File: config.mk
export PLATFORM = sky130hd
export DESIGN_NAME = pattern_sequencer
export DESIGN_NICKNAME = d
export VERILOG_FILES = /design/src/rtl/pattern_sequencer.sv
export SDC_FILE = /design/constraint.sdc
export NUM_CORES = 1
export LEC_CHECK = 0
export CAP_MARGIN = 20
export CORE_ASPECT_RATIO = 0.5
export CORE_UTILIZATION = 39
export DETAILED_ROUTE_END_ITERATION = 7
export PLACE_DENSITY_LB_ADDON = 0.2
export SYNTH_ARGS = -nofsm -noshare
export SYNTH_HDL_FRONTEND = slang
export SYNTH_SLANG_ARGS = --single-unit
File: constraint.sdc
create_clock -name clk_in -period 2.22 [get_ports clk_in]
set_input_delay 0.222 -clock clk_in [delete_from_list [all_inputs] [get_ports clk_in]]
set_output_delay 0.222 -clock clk_in [all_outputs]
set_load 0.03 [all_outputs]
File: src/rtl/pattern_sequencer.sv
`default_nettype none
// ============================================================================
//  Module   : pattern_sequencer
//  Purpose  : Schedules NUM_PATTERNS row-pattern generators. Shows one source
//             for a dwell period, emits BLANK_CYCLES all-zero rows, then
//             advances to the next source (wrapping to 0). Rows reach the
//             display driver through a single registered valid/ready slot.
//  Ports    : clk_in, reset_in          clock / synchronous active-high reset
//             pattern_rows_in           one row per generator
//             colour_in                 base colour {b,g,r}
//             next_in, hold_in          advance pulse / dwell freeze level
//             row_out, row_valid_out,   output slot towards the row driver
//             row_ready_in
//             colour_out                colour to every generator
//             pattern_sel_out           index currently shown
//             pattern_restart_out       one-hot restart pulse per generator
//  Config   : COLOUR_CYCLE_EN  defined   -> colour_out steps 001..111 on
//                                           every wrap of pattern_sel_out
//                              undefined -> colour_out = colour_in, 1 cycle late
//  Revision : 1.0  initial release
// ============================================================================
module pattern_sequencer #(
    parameter int NUM_PATTERNS = 4,
    parameter int DWELL_TIME   = 50_000_000,
    parameter int BLANK_CYCLES = 16,
    parameter int SIMULATION   = 0,
    parameter int ROW_W        = 24,
    parameter int SEL_W        = $clog2(NUM_PATTERNS)
) (
    input  logic                                clk_in,
    input  logic                                reset_in,
    input  logic [NUM_PATTERNS-1:0][ROW_W-1:0]  pattern_rows_in,
    input  logic [2:0]                          colour_in,
    input  logic                                next_in,
    input  logic                                hold_in,
    output logic [ROW_W-1:0]                    row_out,
    output logic                                row_valid_out,
    input  logic                                row_ready_in,
    output logic [2:0]                          colour_out,
    output logic [SEL_W-1:0]                    pattern_sel_out,
    output logic [NUM_PATTERNS-1:0]             pattern_restart_out
);

    localparam int c_DWELL_LIMIT = (SIMULATION != 0) ? 64 : DWELL_TIME;
    localparam int c_DWELL_W     = $clog2(c_DWELL_LIMIT + 1);
    localparam int c_BLANK_W     = $clog2(BLANK_CYCLES + 1);

    typedef enum logic [1:0] {
        S_IDLE  = 2'd0,
        S_RUN   = 2'd1,
        S_BLANK = 2'd2
    } state_t;

    state_t                   r_state;
    state_t                   w_state_next;
    logic [c_DWELL_W-1:0]     r_dwell_cnt;
    logic [c_BLANK_W-1:0]     r_blank_cnt;
    logic [SEL_W-1:0]         r_sel;
    logic [SEL_W-1:0]         w_sel_next;
    logic [NUM_PATTERNS-1:0]  r_restart;
    logic [ROW_W-1:0]         r_row;
    logic                     r_valid;
    logic [2:0]               r_colour;
    logic                     w_dwell_expire;
    logic                     w_blank_done;
    logic                     w_wrap;
    logic                     w_load;

    // ---------------- next-state logic ----------------
    always_comb begin
        w_state_next   = r_state;
        // A held counter never expires; only an unheld cycle at limit-1 does.
        w_dwell_expire = !hold_in && (r_dwell_cnt == c_DWELL_W'(c_DWELL_LIMIT - 1));
        w_blank_done   = (r_blank_cnt == c_BLANK_W'(BLANK_CYCLES - 1));
        w_wrap         = (r_sel == SEL_W'(NUM_PATTERNS - 1));
        w_sel_next     = w_wrap ? '0 : r_sel + 1'b1;
        // The slot accepts new data only when empty or being drained.
        w_load         = (r_state != S_IDLE) && (!r_valid || row_ready_in);
        case (r_state)
            S_IDLE:  w_state_next = S_RUN;
            S_RUN:   if (next_in || w_dwell_expire) w_state_next = S_BLANK;
            S_BLANK: if (w_blank_done) w_state_next = S_RUN;
            default: w_state_next = S_IDLE;
        endcase
    end

    // ---------------- state register ----------------
    always_ff @(posedge clk_in) begin
        if (reset_in) r_state <= S_IDLE;
        else          r_state <= w_state_next;
    end

    // ---------------- counters, selection, restart ----------------
    always_ff @(posedge clk_in) begin
        if (reset_in) begin
            r_dwell_cnt <= '0;
            r_blank_cnt <= '0;
            r_sel       <= '0;
            r_restart   <= '0;
        end else begin
            r_restart <= '0;
            case (r_state)
                S_IDLE: begin
                    r_restart   <= NUM_PATTERNS'(1);
                    r_dwell_cnt <= '0;
                end
                S_RUN: begin
                    if (w_state_next == S_BLANK)
                        r_blank_cnt <= '0;
                    else if (!hold_in)
                        r_dwell_cnt <= r_dwell_cnt + 1'b1;
                end
                S_BLANK: begin
                    if (w_blank_done) begin
                        r_sel       <= w_sel_next;
                        r_restart   <= NUM_PATTERNS'(1) << w_sel_next;
                        r_dwell_cnt <= '0;
                    end else begin
                        r_blank_cnt <= r_blank_cnt + 1'b1;
                    end
                end
                default: ;
            endcase
        end
    end

    // ---------------- output slot ----------------
    // Data is chosen from the state at load time, so a row stalled in the
    // slot keeps its old-pattern contents until the driver takes it.
    always_ff @(posedge clk_in) begin
        if (reset_in) begin
            r_row   <= '0;
            r_valid <= 1'b0;
        end else if (w_load) begin
            r_row   <= (r_state == S_RUN) ? pattern_rows_in[r_sel] : '0;
            r_valid <= 1'b1;
        end
    end

    // ---------------- colour ----------------
`ifdef COLOUR_CYCLE_EN
    logic w_unused_colour;
    assign w_unused_colour = ^colour_in;

    always_ff @(posedge clk_in) begin
        if (reset_in)
            r_colour <= 3'b001;
        else if (r_state == S_BLANK && w_blank_done && w_wrap)
            r_colour <= (r_colour == 3'b111) ? 3'b001 : r_colour + 3'd1;
    end
`else
    always_ff @(posedge clk_in) begin
        r_colour <= colour_in;
    end
`endif

    assign row_out             = r_row;
    assign row_valid_out       = r_valid;
    assign colour_out          = r_colour;
    assign pattern_sel_out     = r_sel;
    assign pattern_restart_out = r_restart;

endmodule
`default_nettype wire

# Word level (Yosys, flattened, before mapping)
# Index checks and enable logic that the tools add are counted.
# Widths: inputs -> output; s select.
dict set report word_totals {
  register_bits 67
  latchBits 0
  ram_bits 0
  romBits 0
  inputBits 104
  wordCells 53
  n_memories 0
}
dict set report op_classes {
  add_sub_neg 3
  n_mul 0
  n_div 0
  n_lt_le_gt_ge 1
  n_eq_ne 11
  shift 1
  mux 16
  bitwise 0
  reduce_logical 13
}
# op count
set op_table {}
lappend op_table {{$mux 26} 3}
lappend op_table {{$pmux 26 s3} 1}
lappend op_table {{$bmux 24 s2} 1}
lappend op_table {{$mux 24} 2}
lappend op_table {{$add 26x1->26 const B} 1}
lappend op_table {{$eq 26x26->1 const B} 1}
lappend op_table {{$mux 5} 2}
lappend op_table {{$ne 2x2->1 const B} 5}
lappend op_table {{$pmux 5 s2} 1}
lappend op_table {{$pmux 4 s2} 1}
lappend op_table {{$eq 2x2->1 const B} 3}
lappend op_table {{$mux 2} 3}
lappend op_table {{$pmux 2 s3} 1}
lappend op_table {{$add 5x1->5 const B} 1}
lappend op_table {{$eq 5x4->1 const B} 1}
lappend op_table {{$mux 4} 1}
lappend op_table {{$reduce_and 4->1} 1}
lappend op_table {{$reduce_bool 2->1} 2}
lappend op_table {{$shl 1x2->4 const A} 1}
lappend op_table {{$lt 2x3->1 const B} 1}
lappend op_table {{$reduce_and 3->1} 1}
lappend op_table {{$reduce_bool 3->1} 1}
lappend op_table {{$add 2x1->2 const B} 1}
lappend op_table {{$eq 2x1->1 const B} 1}
lappend op_table {{other kinds (5)} 8}

# Depth between registers and ports, before layout
# Gate-level depths: netlist (run 1).
dict set report depth {
  depth_word 8
  ltp_mapped 10
  mapped_depth_nobuf 8
}

# Least setup slack after synthesis (run 1)
# OpenSTA, ideal clock, no wires.
dict set report synth_path {
  path_type {reg2reg}
  from {register r_blank_cnt[0]}
  to {register r_dwell_cnt[19]}
  setup_time_ns 0.117
  arrival_ns 2.086
  setup_slack_ns 0.016
  stages_incl_launch_ff 11
  cell_sequence {dfxtp_1 ha_1 and3_1 ha_1 nor3b_1 nor2_1 buf_2 buf_2 o211ai_1 xor2_1 nor2_1}
}
dict set report synth_between {
  elab_chain_len 6
  word_cells_on_any_way 7
  classes_between {4 x eq/ne; 2 x mux; 1 x reduce/logical}
}
# item line
set synth_lines {}
lappend synth_lines {{from (decl)} 57} ;# logic [c_BLANK_W-1:0] r_blank_cnt;
lappend synth_lines {{from (signal assigned)} 119} ;# r_blank_cnt <= r_blank_cnt + 1'b1;
lappend synth_lines {{$eq 5x4->1 (*)} 74} ;# w_blank_done = (r_blank_cnt == c_BLANK_W'(BLANK_CYCLES - 1));
lappend synth_lines {{$mux 2} 82} ;# S_BLANK: if (w_blank_done) w_state_next = S_RUN;
lappend synth_lines {{$pmux 2 s3} 79} ;# case (r_state)
lappend synth_lines {{$eq 2x2->1} 108} ;# if (w_state_next == S_BLANK)
lappend synth_lines {{$ne 2x2->1 (no source line)} n/a}
lappend synth_lines {{$reduce_and 4->1 (no source line) (*)} n/a}
lappend synth_lines {{to (signal assigned)} 111} ;# r_dwell_cnt <= r_dwell_cnt + 1'b1;
lappend synth_lines {{to (decl)} 56} ;# logic [c_DWELL_W-1:0] r_dwell_cnt;
# Every way passes the cells marked *; elsewhere a longest branch is shown, timed or not.
# A chain may end at the register's enable or synchronous reset.

# Final worst setup path (run 1)
dict set report layout_path {
  from {register r_blank_cnt[0]}
  to {register r_dwell_cnt[24]}
}
# Same word-level chain as after synthesis.

==> metrics.txt, run 1 <==
Via-to-Cell Ratio around 5.1; layout cells sized above 1 14.76%; post-synth cell types 40; Syn Inst Count roughly 340; initial antenna violation count 0; CTS tree yes; Remaining DRCs 0; clock root buffer clkbuf_16; final std cells w/o fill 593; number of synthesized register bits 67; gp weighted congestion 0.7599; HP Class input port to register; dpl ws 0.1553 ns; status complete, no violations; fraction of registers with async set/reset 0%; Post-synth top cells 67 x dfxtp_1, 56 x nor2_1, 24 x a22oi_1, 24 x mux4_2, 19 x xor2_1; Mean Syn Cell Area 10.08 um^2; Inserted Clock Buffers 9; die height slightly below 70 um; 1st-pass router iterations 5; crit-path cells ha_1 -> and3_1 -> ha_1 -> nor3b_2 -> nor2_2 -> buf_12 -> nor2_1 -> buf_4 -> or3_1 -> a21oi_1; I/O Buffers 137; Setup Buffers After CTS 0; synth top area cells dfxtp_1 40%, mux4_2 16%, nor2_1 6.2%; # H-tree levels 3; Initial Util 41.19%; Placed Area 4943 um^2; Yosys warning total 0; Synth Cell Area 3378 um^2; post-DR wirelength/cell 14.90 um; Core ar. 8202 um^2; Die Footprint 9061 um^2; Detailed Place HPWL 6.542 mm; cell count after placement 577; Post-synth EDFFs 0; post-CTS sizing 0; aggregate global routing overflow 0; Worst-Skew Late Latency approximately 0.33 ns; vias in the first global route 2754; ANT nets after route 0; worst r2r src r_blank_cnt[0]; Setup TNS Final 0 ns; Slew @ Worst Pin between 0.3 and 0.4 ns; largest area contributor in the netlist dfxtp_1; clk sinks 67; Hold Startpoint colour_in[0]; Worst Reg2Reg Path Length in Cells 10; Clk pin slew, worst setup/hold paths 0.05 ns; Layout area overhead 55.30%; I/O pins roughly 140; R2R setup slack 0.17 ns; final worst-path cycle share 92.20%; Diodes inserted 0; worst r2r dst r_dwell_cnt[24]; most used cell, CP ha_1; Iter 0 DRT Violations roughly 120; Max rail drop VDD 0.0004221 V; Hold Path Sink colour_out[0]; Max Root-Sink Buffers 2; top_reg_cell synth dfxtp_1; crit path max-delay cell type dfxtp_1; first-pass GRT wire length 13.70 mm; WP data arrival about 2.3 ns; Worst Setup End Kind register; post-route minimum period 2.047 ns; total power roughly 3.2 mW; number of fillers in the final layout about 670; count leader, synth dfxtp_1; Pins Over Slew Limit 0; CP required approximately 2.5 ns; Power per Cell Area between 600 and 700 nW/um^2; post-route design area 5246 um^2; final hold violation count 0; multi-input logic area between 1500 and 2000 um^2; top cell type's share of synthesized area roughly two fifths; Max-cap violations 0; CP Launch Type register; Worst Path Max Fanout 20; CTS Hold Bufs 0; Pleak 1.892 nW; overall routed net length 8.836 mm; Setup violations, final 0; overall routing resource usage 19.57%; Sequential Area 1343 um^2; post-synth net total 447; Die X-Extent 133.6 um; Row Count 23; Setup Skew 0.004928 ns; Crit Path Category register to register; fmax ~0.5 GHz; Hold Path Cell Cnt 1; post-layout worst setup margin 0.1731 ns; Nets between 500 and 600; pin count of the biggest net entering global routing 26; max incr delay on CP 0.37 ns; Vias just over 3000; Rel. slew slack 74.19%; register area share after synthesis 39.70%
==> worst max-delay path, delay by kind of cell (launching register included) <==
family	cells	cell delay, ns
AOI/OAI and AO/OA	1	0.14
adders and majority gates	2	0.35
buffers and inverters	2	0.34
DFF	1	0.37
and+or+nand+nor	5	0.76
==> registers in the layout, indices dropped and copies added (netlist names) <==
signal,count
pattern_restart_out,4
row_valid_out,1
row_out,24
r_blank_cnt,5
r_dwell_cnt,26
colour_out,3
r_state,2
pattern_sel_out,2
==> through the flow <==
step	hold WS [ns]	utilization [%]
floorplan	0.2497	-
global placement	0.4484	60.27
detailed placement	0.4663	60.27
CTS	0.3254	63.87
global route	0.3342	63.97
finish	0.3390	63.97
==> routing by layer <==
metal | track usage, % | up-vias | share of wire, %
met5 | 0 | - | 0
met4 | 5.966 | 0 | 1.1
met3 | 4.889 | 12 | 4.5
met2 | 33.53 | 79 | 49
met1 | 24.86 | 1431 | 45
li1 | - | 1520 | -
==> kinds of logic after synthesis <==
group | after synthesis | synth area share (%)
AO/OA/AOI/OAI | 68 | 14.93
XOR/XNOR | 20 | 5.185
adder cells (fa/ha/maj) | 8 | 2.963
buffers and inverters | 32 | 4.370
flip-flops | 67 | 39.70
multiplexers | 25 | 16.30
AND/OR/NAND/NOR | 115 | 16.56
==> how the worst max path moves through the flow <==
stage / start / endpoint / slack [ns] / cells past startpoint
floorplan: r_blank_cnt[0] / r_dwell_cnt[19] / 0.02 / 10
global placement: hold_in / r_dwell_cnt[22] / 0.19 / 9
detailed placement: hold_in / r_dwell_cnt[25] / 0.16 / 9
CTS: r_blank_cnt[0] / r_dwell_cnt[25] / 0.15 / 10
global route: r_blank_cnt[0] / r_dwell_cnt[22] / -0.006 / 10
finish: r_blank_cnt[0] / r_dwell_cnt[24] / 0.17 / 10
==> power by group <==
part / total [mW] / switching (mW) / internal, mW
combinational: 0.569 / 0.251 / 0.319
clock: 1.40 / 0.505 / 0.893
sequential: 1.27 / 0.0276 / 1.25
total: 3.24 / 0.784 / 2.46
==> area by class of cell <==
cell class,count,share of cell area (%)
Multi-Input combinational cell,236,36.35
Timing Repair Buffer,156,29.33
Clock buffer,11,4.627
Tap cell,112,2.671
Sequential cell,67,25.59
Clock inverter,5,1.002
Inverter,6,0.4293
==> placed cells by master (no fill, tap or decap), drive strengths merged, types with 4 or more instances in the layout <==
master | netlist | layout
a21oi | 11 | 11
a22oi | 24 | 24
and2 | 4 | 4
and3 | 7 | 7
and4 | 4 | 4
buf | 14 | 19
clkbuf | 12 | 11
clkdlybuf4s50 | 0 | 137
dfxtp | 67 | 67
ha | 8 | 8
inv | 6 | 6
mux4 | 24 | 24
nand2 | 11 | 11
nand3 | 7 | 7
nor2 | 56 | 56
nor3 | 6 | 6
o2111ai | 5 | 5
o211ai | 10 | 10
o21ai | 11 | 11
or3 | 8 | 8
xor2 | 19 | 19
Power figures use the tool's default switching activity.
==> inputs of run 2 (changes only) <==
--- a/config.mk
+++ b/config.mk
@@ -7,7 +7,7 @@
 export LEC_CHECK = 0
 export CAP_MARGIN = 20
 export CORE_ASPECT_RATIO = 0.5
-export CORE_UTILIZATION = 39
+export CORE_UTILIZATION = 43
 export DETAILED_ROUTE_END_ITERATION = 7
 export PLACE_DENSITY_LB_ADDON = 0.2
 export SYNTH_ARGS = -nofsm -noshare
==> constraint.sdc (replaced) <==
create_clock -name clk_in -period 1.9 [get_ports clk_in]
set_input_delay 0.19 -clock clk_in [delete_from_list [all_inputs] [get_ports clk_in]]
set_output_delay 0.19 -clock clk_in [all_outputs]
set_load 0.03 [all_outputs]
==> metrics.txt, run 2 (synthesis results as in run 1) <==
RSZ-0062 raised after global routing true; met1 Track Usage GR 27.12% (+2.3 points); CP Launch Type register; Core ar. 7460 um^2 (-9.0%); Vias 3244 (+6.6%); Initial Util 45.29% (+4.1 points); clk sinks 67 (unchanged); met3 Resource Use GR 8.258% (+3.4 points); number of flip-flops in the largest register 26 (unchanged); Slew @ Worst Pin 0.3742 ns (-0.01219 ns); worst r2r src r_blank_cnt[1]; CP required 2.16 ns (-0.32 ns); die height 64.68 um (-4.6%); Worst Setup End Kind register; Worst Reg2Reg Path Length in Cells 9 (-1); crit path launch r_blank_cnt[1]; dpl ws -0.1976 ns (-0.3529 ns); Net Switching 936.5 uW (+19%); Worst-Skew Late Latency 0.33 ns (about the same); HP Class input port to register; Row Count 22 (-4.3%); CTS Hold Bufs 0 (unchanged); I/O Buffers 137 (unchanged); most frequent cells in the layout 135 x clkdlybuf4s50_1, 62 x dfxtp_1, 49 x nor2_1; Layout area overhead 66.96%; status finished, violations left; commonest non-fill, non-tap cell in the layout clkdlybuf4s50_1; clock share of power 39.7% (-3.4 points); Die Footprint 8236 um^2 (-9.1%); combinational share of power 20.3% (+2.7 points); Clk pin slew, worst setup/hold paths 0.05 ns (about the same); Top reg by flops r_dwell_cnt; Max-cap violations 0 (unchanged); fmax 0.5203 GHz (+6.5%); Pins Over Slew Limit 0 (unchanged); vias in the first global route 3216 (+17%); initial antenna violation count 0 (unchanged); Nets 610 (+3.7%); Max rail drop VDD 0.0004551 V (+7.8%); ANT nets after route 0 (unchanged); aggregate global routing overflow 0 (unchanged); layout cells sized above 1 25.10% (+10 points); post-DR wirelength/cell 16.61 um (+12%); post-layout worst setup margin -0.02188 ns (-0.1949 ns); met2 Usage GRT 44.33% (+11 points); most used cell, CP ha_4; critical path capture point r_dwell_cnt[3]; overall routed net length 10.14 mm (+15%); final std cells w/o fill 610 (+2.9%); Via-to-Cell Ratio 5.318 (+3.7%); Inserted Clock Buffers 9 (unchanged); worst r2r dst r_dwell_cnt[3]; Worst Path Max Fanout 6 (-70%); final hold violation count 0 (unchanged); Iter 0 DRT Violations 182 (+56%); Max Root-Sink Buffers 2 (unchanged); pin count of the biggest net entering global routing 32 (+23%); number of fillers in the final layout 483 (-28%); Remaining DRCs 0 (unchanged); Crit Path Category register to register; final worst-path cycle share 101.2% (+8.9 points); Setup Skew 0.003542 ns (-0.001386 ns); Rel. slew slack 74.98% (+0.79 points); Diodes inserted 0 (unchanged); # H-tree levels 3 (unchanged); sw frac 25.11% (+0.93 points); P_int 2.793 mW (+14%); WP data arrival 2.18 ns (-0.12 ns); 1st-pass router iterations 5 (unchanged); overall routing resource usage 24.61% (+5.0 points); crit path max-delay cell type dfxtp_2; Power per Cell Area 661.2 nW/um^2 (+7.0%); Die X-Extent 127.4 um (-4.7%); clock root buffer clkbuf_16; Pleak 2.044 nW (+8.0%); CTS tree yes; Detailed Place HPWL 7.320 mm (+12%); violated checks negative setup slack; gp weighted congestion 0.9747 (+28%); GR peak layer met2; crit-path cells ha_4 -> and3_4 -> ha_4 -> nor3b_4 -> nor2_4 -> buf_12 -> or2_4 -> buf_8 -> nor2_2; Setup violations, final 8 (+8); R2R setup slack -0.02 ns (-0.19 ns); post-route minimum period 1.922 ns (-0.1251 ns); Seq pwr share 40.0% (+0.7 points); I/O pins 138 (unchanged); Finished Core Util 75.61% (+12 points); cell count after placement 590 (+2.3%); max incr delay on CP 0.34 ns (-0.03 ns); first-pass GRT wire length 15.46 mm (+13%)
-- run 2: cell types whose count changed in the layout (fill, tap and decap cells not counted), sizes merged --
cell and delta:
bufinv -1, buf +20, clkdlybuf4s50 -2, clkinvlp -1
clkbuf +5
-- run 2: worst min path at each step --
stage / to / slack [ns] / depth (start not counted) / startpoint
floorplan: colour_out[0] / 0.22 / 0 / colour_in[0]
global placement: r_blank_cnt[4] / 0.45 / 2 / r_blank_cnt[4]
detailed placement: r_blank_cnt[4] / 0.46 / 2 / r_blank_cnt[4]
CTS: colour_out[0] / 0.29 / 1 / colour_in[0]
global route: colour_out[1] / 0.29 / 1 / colour_in[1]
finish: colour_out[0] / 0.30 / 1 / colour_in[0]
-- run 2: area by class of cell --
class | instances | area, um^2 | share of cell area (%)
Clock buffer | 12 | 246.5 | 4.370
Clock inverter | 3 | 15.01 | 0.2662
Inverter | 6 | 22.52 | 0.3993
Multi-Input combinational cell | 236 | 2066 | 36.62
Sequential cell | 67 | 1348 | 23.89
Tap cell | 108 | 135.1 | 2.396
Timing Repair Buffer | 178 | 1808 | 32.05
-- run 2: routing by layer --
layer	wire (um)	share of wire, %	vias to the layer above
met5	0	0	-
met2	5306	52	103
met3	575	5.7	20
li1	-	-	1559
met1	4041	40	1562
met4	212	2.1	0
-- run 2: stage by stage --
step | power, mW | hold WS, ns | instance area (um^2) | TNS (ns)
after floorplan | 1.820 | 0.2177 | 3446 | -0.1381
after global placement | 2.181 | 0.4534 | 5106 | -1.037
after detailed placement | 2.198 | 0.4594 | 5106 | -2.782
after CTS | 3.692 | 0.2949 | 5418 | -0.3561
after global routing | 3.872 | 0.2945 | 5640 | -1.309
final | 3.730 | 0.3031 | 5640 | -0.08162
-- run 2: power by group through the flow --
stage / clock network, mW / registers [mW] / logic [mW]
5_1_grt: 1.58 / 1.49 / 0.801
6_report: 1.48 / 1.49 / 0.758
2_1_floorplan: 0 / 1.59 / 0.227
3_3_place_gp: 0 / 1.51 / 0.668
3_5_place_dp: 0 / 1.52 / 0.682
4_1_cts: 1.51 / 1.49 / 0.696
-- run 2: worst max-delay path, delay by kind of cell (launching register included) --
family        cells  cell delay (ns)
buf+inv           2             0.30
flops             1             0.34
fa+ha+maj         2             0.32
simple gates      5             0.89
-- run 2: what timing repair did --
item                                    4_1_cts  5_1_grt
cloned                                        0        4
buffers inserted                              1        1
pin swaps                                     2       24
endpoints found under the setup margin       25       27
resized for setup                             9       31
hold endpoints to repair                      0        0
==> inputs of run 3 (changes only) <==
--- a/config.mk
+++ b/config.mk
@@ -9,6 +9,7 @@
 export CORE_ASPECT_RATIO = 0.5
 export CORE_UTILIZATION = 43
 export DETAILED_ROUTE_END_ITERATION = 7
+export HOLD_SLACK_MARGIN = 0.08
 export PLACE_DENSITY_LB_ADDON = 0.2
 export SYNTH_ARGS = -nofsm -noshare
 export SYNTH_HDL_FRONTEND = slang
==> results of run 3 <==
Same layout as run 2: the final DEF is identical, and so are final timing and power.
